## src/rtl/jump_ctrl.sv

```systemverilog
// ---------------------------------------------------------------------------
// jump_ctrl
//   Sequencing and branch-resolution stage that sits directly in front of the
//   program counter. It owns the run state machine (IDLE / RUN / DONE /
//   RESTART) and resolves the decoder's branch ops. Resolution uses a
//   registered zero flag and a writable offset LUT. The PC controls for the
//   current instruction are produced in the same cycle.
//
// Parameters
//   PCW : PC / offset width
//   LW  : LUT index width (2**LW entries of PCW bits)
//   CW  : width of the saturating cycle / jump counters
//
// Ports
//   CLK         : clock, all state changes on posedge
//   Reset       : synchronous active-high reset
//   Start       : begin / restart program execution
//   Branch_Op   : 00 none, 01 always, 10 if zero, 11 if not zero
//   Dir         : 0 forward jump, 1 backward jump
//   Lut_Idx     : offset LUT read index for the current instruction
//   Halt_Op     : current instruction is a halt
//   Flag_Wr     : load Zero_In into the zero flag
//   Zero_In     : ALU zero result
//   Lut_We      : LUT write enable
//   Lut_Waddr   : LUT write index
//   Lut_Wdata   : LUT write data (unsigned magnitude)
//   PC_Reset    : PC reset request
//   PC_Halt     : PC freeze request
//   For_Jump    : PC forward jump
//   Back_Jump   : PC backward jump
//   Offset      : jump magnitude for the PC
//   Busy        : state is RUN
//   Done        : state is DONE
//   Cycle_Count : RUN cycles since the last RUN entry (saturating)
//   Jump_Count  : taken jumps since the last RUN entry (saturating)
// ---------------------------------------------------------------------------
module jump_ctrl #(
  parameter int PCW = 16,
  parameter int LW  = 4,
  parameter int CW  = 16
) (
  input  logic           CLK,
  input  logic           Reset,
  input  logic           Start,
  input  logic [1:0]     Branch_Op,
  input  logic           Dir,
  input  logic [LW-1:0]  Lut_Idx,
  input  logic           Halt_Op,
  input  logic           Flag_Wr,
  input  logic           Zero_In,
  input  logic           Lut_We,
  input  logic [LW-1:0]  Lut_Waddr,
  input  logic [PCW-1:0] Lut_Wdata,
  output logic           PC_Reset,
  output logic           PC_Halt,
  output logic           For_Jump,
  output logic           Back_Jump,
  output logic [PCW-1:0] Offset,
  output logic           Busy,
  output logic           Done,
  output logic [CW-1:0]  Cycle_Count,
  output logic [CW-1:0]  Jump_Count
);

  localparam int DEPTH = 2 ** LW;

  localparam logic [1:0] S_IDLE    = 2'b00;
  localparam logic [1:0] S_RUN     = 2'b01;
  localparam logic [1:0] S_DONE    = 2'b10;
  localparam logic [1:0] S_RESTART = 2'b11;

  localparam logic [CW-1:0]  CNT_ZERO = {CW{1'b0}};
  localparam logic [CW-1:0]  CNT_MAX  = {CW{1'b1}};
  localparam logic [CW-1:0]  CNT_ONE  = CW'(1);
  localparam logic [PCW-1:0] OFS_ZERO = {PCW{1'b0}};

  logic [1:0]     state_q, state_d;
  logic           zero_q, zero_d;
  logic [CW-1:0]  cycle_q, cycle_d;
  logic [CW-1:0]  jump_q, jump_d;
  logic [PCW-1:0] lut_q [DEPTH];
  logic [PCW-1:0] lut_d [DEPTH];

  logic run_act_s;
  logic cond_s;
  logic taken_s;

  // Counters stick at all-ones instead of wrapping.
  function automatic logic [CW-1:0] sat_inc(input logic [CW-1:0] v);
    return (v == CNT_MAX) ? v : v + CNT_ONE;
  endfunction

  // Branch resolution for the instruction presented this cycle.
  always_comb begin
    // Reset in flight suppresses any jump or halt from the still-RUN state.
    run_act_s = (state_q == S_RUN) && !Reset;
    case (Branch_Op)
      2'b00:   cond_s = 1'b0;
      2'b01:   cond_s = 1'b1;
      2'b10:   cond_s = zero_q;
      2'b11:   cond_s = !zero_q;
      default: cond_s = 1'b0;
    endcase
    taken_s   = run_act_s && !Halt_Op && cond_s;
    For_Jump  = taken_s && !Dir;
    Back_Jump = taken_s && Dir;
    Offset    = taken_s ? lut_q[Lut_Idx] : OFS_ZERO;
  end

  // State-decoded PC controls and status.
  always_comb begin
    PC_Reset    = (state_q == S_IDLE) || (state_q == S_RESTART);
    PC_Halt     = (state_q == S_DONE) || (run_act_s && Halt_Op);
    Busy        = (state_q == S_RUN);
    Done        = (state_q == S_DONE);
    Cycle_Count = cycle_q;
    Jump_Count  = jump_q;
  end

  // Next state and counters; entering RUN always starts counting from zero.
  always_comb begin
    state_d = state_q;
    cycle_d = cycle_q;
    jump_d  = jump_q;
    case (state_q)
      S_IDLE: begin
        if (Start) begin
          state_d = S_RUN;
          cycle_d = CNT_ZERO;
          jump_d  = CNT_ZERO;
        end else begin
          state_d = S_IDLE;
        end
      end
      S_RUN: begin
        cycle_d = sat_inc(cycle_q);
        jump_d  = taken_s ? sat_inc(jump_q) : jump_q;
        state_d = Halt_Op ? S_DONE : S_RUN;
      end
      S_DONE: begin
        state_d = Start ? S_RESTART : S_DONE;
      end
      S_RESTART: begin
        state_d = S_RUN;
        cycle_d = CNT_ZERO;
        jump_d  = CNT_ZERO;
      end
      default: begin
        state_d = S_IDLE;
      end
    endcase
  end

  // Zero flag and LUT writes; readers this cycle still see the old contents.
  always_comb begin
    zero_d = Flag_Wr ? Zero_In : zero_q;
    for (int i = 0; i < DEPTH; i++) begin
      lut_d[i] = (Lut_We && (Lut_Waddr == LW'(i))) ? Lut_Wdata : lut_q[i];
    end
  end

  // State registers with synchronous reset.
  always_ff @(posedge CLK) begin
    if (Reset) begin
      state_q <= S_IDLE;
      zero_q  <= 1'b0;
      cycle_q <= CNT_ZERO;
      jump_q  <= CNT_ZERO;
      for (int i = 0; i < DEPTH; i++) begin
        lut_q[i] <= OFS_ZERO;
      end
    end else begin
      state_q <= state_d;
      zero_q  <= zero_d;
      cycle_q <= cycle_d;
      jump_q  <= jump_d;
      for (int i = 0; i < DEPTH; i++) begin
        lut_q[i] <= lut_d[i];
      end
    end
  end

endmodule

```

## config.mk

```make
export PLATFORM = sky130hd
export DESIGN_NAME = jump_ctrl
export DESIGN_NICKNAME = d
export VERILOG_FILES = /design/src/rtl/jump_ctrl.sv
export SDC_FILE = /design/constraint.sdc
export NUM_CORES = 1
export LEC_CHECK = 0
export CAP_MARGIN = 0
export CORE_MARGIN = 8
export CORE_UTILIZATION = 45
export DETAILED_ROUTE_END_ITERATION = 7
export DONT_BUFFER_PORTS = 1
export HOLD_SLACK_MARGIN = 0.02
export PLACE_DENSITY = 0.6
export SYNTH_ARGS = -nofsm -noshare
export SYNTH_HDL_FRONTEND = slang
export SYNTH_SLANG_ARGS = --single-unit
```

## constraint.sdc

```tcl
create_clock -name CLK -period 3.9 [get_ports CLK]
set_clock_uncertainty 0.2 [all_clocks]
set_input_delay 0.39 -clock CLK [delete_from_list [all_inputs] [get_ports CLK]]
set_output_delay 0.39 -clock CLK [all_outputs]
set_load 0.01 [all_outputs]
```

Word level (Yosys, flattened, before mapping)
Memories as Yosys holds them, arrays and structs flattened. Index checks and enable logic that the tools add are counted.

Bits in registers: 35. Bits in latches: 0. Bits in writable memories: 256. ROM bits: 0. Bits of input ports: 34. Output and inout port bits: 54. Logic and storage cells: 163. Memories: 1.

$add $sub $neg: 2. Multiply operators: 0. Div/mod/pow operators: 0. $lt $le $gt $ge: 0. Equal/unequal tests: 43. Shift operators: 0. Multiplexer cells: 47. Bitwise operators: 16. Reductions and logical operators: 50.

Memory list: lut_q (words 16, width 16, rd ports 1, clocked after Yosys merged registers in 0, wr ports 16, RTL line 81) `logic [PCW-1:0] lut_q [DEPTH];`.

Operators by type and width (number): $mux 16 (37); $pmux 16 s3 (2); $add 16x1->16 const B (2); $eq 16x16->1 const B (2); $eq 4x4->1 const B (8); $reduce_and 2->1 (16); $logic_and 1x1->1 (22); $eq 4x3->1 const B (4); $ne 1x1->1 const B (16); $or 1x1->1 (16); $eq 2x2->1 const B (4); $eq 4x2->1 const B (2); $pmux 2 s4 (1); $ne 2x2->1 const B (3); $mux 1 (5); $eq 2x1->1 const B (2); $eq 4x1->1 const B (1); $logic_not 1->1 (4); $logic_not 2->1 (2); $logic_not 4->1 (1); $pmux 1 s4 (1); $reduce_and 4->1 (1); $reduce_and 3->1 (1); $reduce_bool 3->1 (1); 3 further kinds (4).

Logic depth before layout (Yosys ltp)
Gate-level depths: netlist of the first run.

Word-level depth: 6. Gate-level depth with buffers: 9. Gate-level depth less buffers: 7.

Least setup slack after synthesis of the first run
Ideal clock, no wire load.

Kind: input to output. Start point: in Lut_Idx[0]. End point: out Offset[10]. Arrival time: 1929 ps. Data required time: 3310 ps. Slack: 1381 ps. Cell stages on the path: 5. Path buffers: 2. Path through: buf_6 buf_2 mux4_2 mux4_2 nor2b_1.

Word-level cells in the longest chain between the ends: 2.

Ends and longest elaborated chain: start: declaration (RTL line 47) `input logic [LW-1:0] Lut_Idx,`; $mem_v2 16x16; $mux 16 (RTL line 107) `Offset = taken_s ? lut_q[Lut_Idx] : OFS_ZERO;`; end: declaration (RTL line 58) `output logic [PCW-1:0] Offset,`.

Every way passes these cells.

==> results.json, run 1 <==
{
  "p_per_area_nw_per_um2": 491,
  "grt_max_degree": 65,
  "mappedNetlistArea_um2": 12700,
  "via_per_inst": 5.69,
  "timing.fmax_mhz": 294,
  "critPathRequiredTime_ns": 3.31,
  "setup_viol": 0,
  "period_share_pct": 87.3,
  "rsz0062_at_grt": "no",
  "root_buffer": "clkbuf_16",
  "finalNetCount": 910,
  "fp.dieH_um": 184,
  "antenna_found_initial": 0,
  "overflow": 0,
  "die_w_um": 184,
  "pin_count": 88,
  "gp_congestion": 0.789,
  "worst-path-buf-inv": 3,
  "whs_ns": 0.0551,
  "cts_max_path_buffers": 3,
  "cts_tree": "built",
  "min_from": "Reset",
  "synthTopCellsByCount": "256 x edfxtp_1, 192 x nor2_1, 80 x mux4_2",
  "synth_cell_types": 56,
  "async_flop_share_pct": 0,
  "synth_flop_cell": "edfxtp_1",
  "worstReg2RegStart": "state_q[0]",
  "grt_usage_pct": 16.4,
  "wire_per_inst_um": 22.0,
  "vias": 7218,
  "reg2reg_slack_ns": 1.19,
  "area_delta_synth_final_pct": 10.8,
  "drc": 0,
  "row_count": 61,
  "cts_sinks": 291,
  "holdCritPathClass": "in -> reg",
  "n_fill_cell": 2333,
  "status": "complete, no violations",
  "hold_viol_final": 0,
  "crit_arrival_ns": 2.81,
  "postRouteAntennaNets": 0,
  "start_util_pct": 45.7,
  "max-slew-margin-rel_pct": 27.1,
  "max_cap_violations": 0,
  "finalSetupTns_ns": 0,
  "slew_violations": 0,
  "cts_max_level": 1,
  "cts.repair.resized": 0,
  "cp_top_family": "simple AND/OR/NAND/NOR gates",
  "drive_above_1_share_pct": 18.1,
  "crit_path_start_kind": "flop",
  "dieArea_um2": 33900,
  "worstMarginPinSlew_ns": 1.09,
  "ys_seq_area_share_pct": 66.0,
  "ys_warn_count": 0,
  "synth.most_common_cell": "edfxtp_1",
  "synth_top_area_share_pct": 60.5,
  "synth.area.top_cells": "edfxtp_1 61%, mux4_2 14%, nor2_1 5.7%, dfxtp_1 5.5%, nand2_1 1.4%",
  "path_class": "reg -> out",
  "dp_hpwl_mm": 18.4,
  "num_antenna_cells": 0,
  "vdd_drop_max_uv": 275,
  "cts_setup_buffers": 0,
  "grt_pass1_vias": 7198,
  "dpl.cell_count": 1210,
  "first_iter_violations": 599,
  "synth_edf_count": 256,
  "cts_buffers": 29,
  "path_cells": "inv_1, ha_1, inv_1, nor2_1, nand2_1, buf_4, nor2b_1",
  "end_kind": "primary output",
  "max_stage_delay_ns": 0.55,
  "syn-num-nets": 921,
  "cp_max_fo": 18,
  "ys_seq_elements": 291,
  "cts_hold_buf": 5,
  "insertion_delay_ns": 0.54,
  "instances_no_fill": 1269,
  "crit_slowest_cell": "nor2_1",
  "finalWirelength_mm": 27.9,
  "fin_crit_ns": 3.40,
  "io_buffers": 0,
  "core_area_um2": 27800,
  "clk_pin_slew_ns": 0.07,
  "drt-pass1-iter-count": 5,
  "syn_area_per_cell_um2": 14.5,
  "grt_pass1_wl_mm": 43.3,
  "syn_inst": 879,
  "synth_top_cell_by_area": "edfxtp_1",
  "p_leak_nw": 4.67,
  "crit_top_cell": "inv_1"
}
==> layer usage <==
layer  GRT usage (%)  wire (um)
met1            22.0      11900
met2            27.3      13400
met3            3.62       2090
met4            3.19        414
met5               0          0
==> registers in the layout (all words and copies together) (netlist names), named ones only <==
register / count
lut_q: 256
Cycle_Count: 16
Jump_Count: 16
state_q: 1
zero_q: 1
==> through the flow <==
| step | util (%) | cell area, um^2 | total power [mW] | setup WS [ns] |
|---|---|---|---|---|
| global route | 50.7 | 14100 | 7.12 | 0.232 |
| CTS | 50.7 | 14100 | 6.94 | 0.442 |
| detailed placement | 46.9 | 13000 | 4.18 | 1.04 |
| floorplan | - | 12700 | 4.07 | 1.38 |
| global placement | 46.9 | 13000 | 4.17 | 1.15 |
| finish | 50.7 | 14100 | 6.90 | 0.497 |
==> placed cells by master, fill, tap and decap left out, drive strengths merged, types with 14 or more instances in the layout <==
cell	netlist	layout
o21ai	15	15
inv	30	35
nand3	15	15
dfxtp	35	35
clkbuf	44	37
edfxtp	256	256
nor2	192	192
mux4	80	80
nand2	46	46
a21oi	23	23
buf	17	14
nor2b	21	21
==> report_power, final <==
group	leakage (nW)	switching [mW]	internal [mW]
Combinational	1.44	0.253	0.212
Sequential	2.75	0.0540	3.59
Clock	0.489	1.18	1.61
Total	4.67	1.49	5.42
==> cell type report <==
class | count | area, um^2 | area share, %
Sequential cell | 291 | 8390 | 59.6
Multi-Input combinational cell | 497 | 3960 | 28.2
Clock buffer | 37 | 847 | 6.02
Tap cell | 378 | 473 | 3.36
Timing Repair Buffer | 19 | 155 | 1.10
Clock inverter | 17 | 134 | 0.951
Inverter | 30 | 113 | 0.800
==> final timing paths <==
kind         cells after the start             to
max reg2reg                      7  Jump_Count[5]
min reg2reg                      2           flop
max                              7      Offset[5]
min                              3  Jump_Count[2]
==> cells by family (layout without fill, tap and decap cells) <==
family	Yosys count	after routing	share of synthesized area, %
buffers and inverters	91	103	2.95
AO/OA/AOI/OAI	73	73	3.98
adder cells (fa/ha/maj)	8	8	0.788
XOR/XNOR	13	13	0.896
multiplexers	81	81	14.3
flip-flops	291	291	66.0
AND/OR/NAND/NOR	322	322	11.1
==> worst reg2reg max path, stage by stage, from the launching register on <==
cell and delay, ns:
dfxtp_1 0.34, inv_1 0.14, ha_1 0.16, nor2b_1 0.42, o211ai_1 0.17, o22ai_1 0.86
nor2_1 0.12, nor3_1 0.21
No activity file was read; power rests on OpenSTA's default activity.
==> run 2: changes to the inputs <==
SKIP_LAST_GASP = 1   (was not set)
==> results of run 2 <==
The final DEF is identical to that of run 1; final timing and power are the same.
==> run 3: changes to the inputs <==
ABC_CLOCK_PERIOD_IN_PS = 3600   (was not set)
clock period = 3.6 ns   (was 3.9 ns; I/O delays follow)
==> results.json, run 3 (same netlist as run 1, synthesis figures left out) <==
{
  "root_buffer": "clkbuf_16",
  "finalWirelength_mm": 28.3,
  "largest_reg_flops": 256,
  "fin_crit_ns": 3.16,
  "grt_pass1_wl_mm": 43.8,
  "r2r_cells": 8,
  "worstMarginPinSlew_ns": 1.10,
  "final_common_cell": "edfxtp_1",
  "crit_path_start_kind": "flop",
  "die_w_um": 184,
  "dp_hpwl_mm": 18.5,
  "core_area_um2": 27800,
  "insertion_delay_ns": 0.55,
  "grt_usage_pct": 16.7,
  "dieArea_um2": 33900,
  "final_cell_mix": "256 x edfxtp_1, 192 x nor2_1, 80 x mux4_2",
  "via_per_inst": 5.58,
  "fin_util_pct": 50.7,
  "pin_count": 88,
  "row_count": 61,
  "area_delta_synth_final_pct": 10.9,
  "path_cells": "inv_1, ha_1, inv_1, nor2_1, buf_4, nand2_2, nor2b_1",
  "vdd_drop_max_uv": 401,
  "dpl.cell_count": 1217,
  "finalNetCount": 917,
  "cts_setup_buffers": 0,
  "max_stage_delay_ns": 0.46,
  "whs_ns": 0.0745,
  "end_kind": "primary output",
  "cts_buffers": 29,
  "p_leak_nw": 4.68,
  "status": "complete, no violations",
  "clk_pin_slew_ns": 0.06,
  "cp_max_fo": 18,
  "setup_viol": 0,
  "min_from": "Branch_Op[1]",
  "cts_tree": "built",
  "p_per_area_nw_per_um2": 526,
  "crit_arrival_ns": 2.60,
  "slew_violations": 0,
  "wire_per_inst_um": 22.2,
  "period_share_pct": 87.8,
  "crit_top_cell": "inv_1",
  "grt_max_degree": 65,
  "hold_viol_final": 0,
  "grt_pass1_vias": 7226,
  "timing.fmax_mhz": 316,
  "gp_congestion": 0.792,
  "cts_max_path_buffers": 3,
  "rr_endpoint": "Jump_Count[5]",
  "fp.dieH_um": 184,
  "max-slew-margin-rel_pct": 26.4,
  "regMostFlops": "lut_q",
  "cts_sinks": 291,
  "worst-path-buf-inv": 3,
  "first_iter_violations": 576,
  "drive_above_1_share_pct": 17.7,
  "overflow": 0,
  "cts_max_level": 1,
  "postRouteAntennaNets": 0,
  "min_path_cells": 4,
  "max_cap_violations": 0,
  "antenna_found_initial": 1,
  "cp_top_family": "simple AND/OR/NAND/NOR gates",
  "instances_no_fill": 1277,
  "ff_latch_area_um2": 8390,
  "io_buffers": 0,
  "n_fill_cell": 2362,
  "drt-pass1-iter-count": 5,
  "holdPathEnd": "Jump_Count[6]",
  "path_class": "reg -> out",
  "multi_input_area_um2": 3970,
  "rsz0062_at_grt": "no",
  "reg2reg_slack_ns": 0.72,
  "critPathRequiredTime_ns": 3.04,
  "drc": 0,
  "finalSetupTns_ns": 0,
  "vias": 7131,
  "crit_slowest_cell": "ha_1",
  "start_util_pct": 45.7,
  "holdCritPathClass": "in -> reg"
}
## run 3: cell count changes in the layout (fill, tap and decap cells not counted), sizes merged
cell and change:
clkbuf +4, inv -2, buf +7, clkinvlp -1, diode +1, clkinv -1
## run 3: repair_timing
item,CTS,global route
hold endpoints to repair,14,0
setup endpoints to repair,4,0
resized for setup,1,0
hold buffers,5,0
## run 3: how the worst max path moves through the flow
| stage | from | to | slack (ns) | cells past startpoint |
|---|---|---|---|---|
| after floorplan | Lut_Waddr[1] | lut_q[11][0] | 1.12 | 3 |
| after global placement | flop | Offset[10] | 0.75 | 7 |
| after detailed placement | flop | Offset[14] | 0.58 | 7 |
| after CTS | flop | Offset[10] | 0.34 | 7 |
| after global routing | flop | Offset[15] | 0.15 | 7 |
| final | flop | Offset[10] | 0.44 | 7 |
## run 3: final cells by class
class | instances | share of cell area [%]
Inverter | 30 | 0.799
Antenna cell | 1 | 0.0178
Multi-Input combinational cell | 497 | 28.1
Sequential cell | 291 | 59.5
Timing Repair Buffer | 26 | 1.47
Tap cell | 378 | 3.36
Clock inverter | 13 | 0.684
Clock buffer | 41 | 5.98
## run 3: worst register-to-register path, stage by stage (launching register included)
cell and delay (ns):
dfxtp_1 0.35, inv_1 0.11, ha_1 0.46, or2_2 0.23, o21ai_2 0.05, buf_4 0.21, o22ai_1 0.86, nor2_1 0.12
nor3_1 0.20
## run 3: metrics by stage
step           worst slack [ns]  area [um^2]  power, mW
2_1_floorplan              1.12        12700       4.41
3_3_place_gp              0.747        13100       4.52
3_5_place_dp              0.578        13100       4.53
4_1_cts                   0.341        14100       7.48
5_1_grt                   0.151        14100       7.65
6_report                  0.439        14100       7.41
## run 3: power by group
| part | internal, mW | switching [mW] |
|---|---|---|
| combinational | 0.236 | 0.279 |
| clock | 1.70 | 1.25 |
| sequential | 3.89 | 0.0566 |
## run 3: metal layers
layer	global-route usage (%)	wire length [um]	vias up
met5	0	0	-
met4	3.71	385	0
met3	3.64	2060	34
met2	27.8	13900	206
met1	22.3	12000	3612
li1	-	-	3279
==> edit: new RTL, flow settings as in run 3 <==
Put a register stage on the output `Jump_Count`, cleared by the reset. The value now appears one clock later. The other outputs are not delayed to match.
--- a/src/rtl/jump_ctrl.sv
+++ b/src/rtl/jump_ctrl.sv
@@ -76,2 +76,4 @@
 
+  logic [CW-1:0] Jump_Count_d;
+
   logic [1:0]     state_q, state_d;
@@ -116,3 +118,3 @@
     Cycle_Count = cycle_q;
-    Jump_Count  = jump_q;
+    Jump_Count_d = jump_q;
   end
@@ -182,2 +184,10 @@
 
+  always_ff @(posedge CLK) begin
+    if (Reset) begin
+      Jump_Count <= '0;
+    end else begin
+      Jump_Count <= Jump_Count_d;
+    end
+  end
+
 endmodule
Behaviour: not the same (a bounded check fails within 4 cycles, from zero or initial values and one cycle with Reset high).
==> edit against run 3 <==
Count of clock-buffer cells in the layout is 3 higher. Highest routed layer unchanged. Setup slack better by 0.15 ns. Critical endpoint is now Jump_Count_d[5]$_SDFFE_PP0P_. Sequential cell count is 16 higher. Final area is 4.5% higher. Wire length is 17% higher. Total power is 8.0% higher. Synthesized area is 3.3% higher.
==> edit: results (changes against run 3) <==
Parameter                              Value

Synthesis
  Synth top area share    58.6% (-2.0 points)
  Compound-cell area share of the yosys netlist    3.09% (-0.89 points)
  Top cells by count, synth    edfxtp_1 (256), nor2_1 (189), mux4_2 (80)
  Fraction of synthesized cell area in xor and xnor cells    0.801% (-0.096 points)
  Fraction of the mapped netlist area in adder cells    0.667% (-0.12 points)
  Net count after synthesis    943 (+2.4%)
  Unique masters post-synth    53 (-5.4%)
  Post-synthesis mux area share    13.8% (-0.46 points)
  Portion of the post-synthesis area used by sequential elements    66.3% (+0.31 points)
  Number of instances in the synthesized netlist    902 (+2.6%)

Drt
  Iteration-0 DRC Markers    731 (+27%)
  Via-per-instance ratio    5.77 (+3.3%)
  Average wire per cell in the routed design    25.1 um (+13%)
  Detailed-routed wire length on met3    1.98 mm (-4.0%)
  Met1 layer wirelength in the final routing    13.5 mm (+12%)

Global route
  Global-route met3 utilization    2.89% (-0.75 points)
  Overall fraction of global-route tracks in use    18.7% (+2.0 points)
  Fraction of met1 tracks used by global routing    24.6% (+2.2 points)
  Global-route wire length before repair    49.5 mm (+13%)
  Met2 Track Usage GR    31.1% (+3.3 points)
  Vias in the first global route    7589 (+5.0%)
  Number of antenna violations at the first check in global routing    0 (-1)

Cells and area
  Count of flip-flops and latches    307 (+5.5%)
  # clk buffers    44 (+7.3%)
  Multi-input logic portion of the cell area    27.8% (-0.39 points)
  Area of combinational cells with multiple inputs    4090 sq um (+3.1%)
  Number of buffers other than clock buffers in the final layout    35 (+35%)
  Clk cell area share    7.24% (+0.58 points)
  Footprint of the flip-flops and latches    8710 sq um (+3.8%)
  Logic inverters    24 (-20%)
  Total of fill cells in the finished design    2433 (+3.0%)
  Util after Layout    51.3% (+0.58 points)
  Multi-input comb cells    508 (+2.2%)
  Share of final-layout standard cells stronger than drive strength 1    18.2% (+0.50 points)
  Layout buffering overhead excluding clock cells    1.97% (+0.50 points)
  Antenna Diode Count    0 (-1)
  Fin cells    1318 (+3.2%)

CTS
  Number of buffers inserted by hold repair at cts    7 (+2)
  Source-to-sink clock delay at the later pin of the worst-skew pair    0.51 ns (-0.04 ns)
  Number of buffers inserted during clock tree synthesis    34 (+17%)
  Post-CTS resize count    0 (-1)
  Number of H-tree levels    2 (+1)

Placement
  Placed Cells    1251 (+2.8%)
  HPWL after detailed placement    20.2 mm (+9.4%)
  Placement-stage cell area    13600 sq um (+3.7%)
  Placer Congestion    0.854 (+7.9%)
  Worst-case setup slack after placement    1.08 ns (+0.502 ns)

Pwr
  Sequential group share of total power    51.5% (-1.8 points)
  Worst IR Drop VDD    0.264 mV (-34%)
  Switching power    1710 uW (+7.7%)
  Seq power    4120 uW (+4%)
  Total leakage power    0.00502 uW (+7.2%)
  Relative contribution of the clock network to total power    42.1% (+2.3 points)

Setup path
  Highest fanout seen on the critical path    8 (-10)
  Largest incremental delay on the critical path    0.56 ns (+0.10 ns)
  Arrival time worst endpoint    3.26 ns (+0.66 ns)

STA
  Actual slew at the worst max-slew pin    1.06 ns (-0.0461 ns)

Run status
  Outcome    completed
==> edit: changes by cell type in the layout (fill, tap and decap cells not counted), moves of 6 or more <==
| cell | before | now |
|---|---|---|
| buf_4 | 21 | 28 |
| o21ai_2 | 7 | 0 |
| inv_1 | 30 | 24 |
| nand2b_1 | 2 | 27 |
| nand2_1 | 45 | 29 |
| a21oi_1 | 22 | 7 |
| xor2_1 | 4 | 12 |
| and3_1 | 7 | 24 |
| xnor2_1 | 9 | 0 |
| nand3_1 | 15 | 27 |
| dfxtp_1 | 35 | 51 |
==> edit: worst paths after layout <==
kind	from	to	slack (ns)	depth (start not counted)
max reg2reg	state_q[0]$_SDFF_PP0_	Jump_Count_d[5]$_SDFFE_PP0P_	0.59	8
max	state_q[0]$_SDFF_PP0_	Jump_Count_d[5]$_SDFFE_PP0P_	0.59	8
min	Reset	lut_q[14][8]$_DFFE_PP_	0.05	1
min reg2reg	Jump_Count_d[13]$_SDFFE_PP0P_	Jump_Count_d[13]$_SDFFE_PP0P_	0.30	1
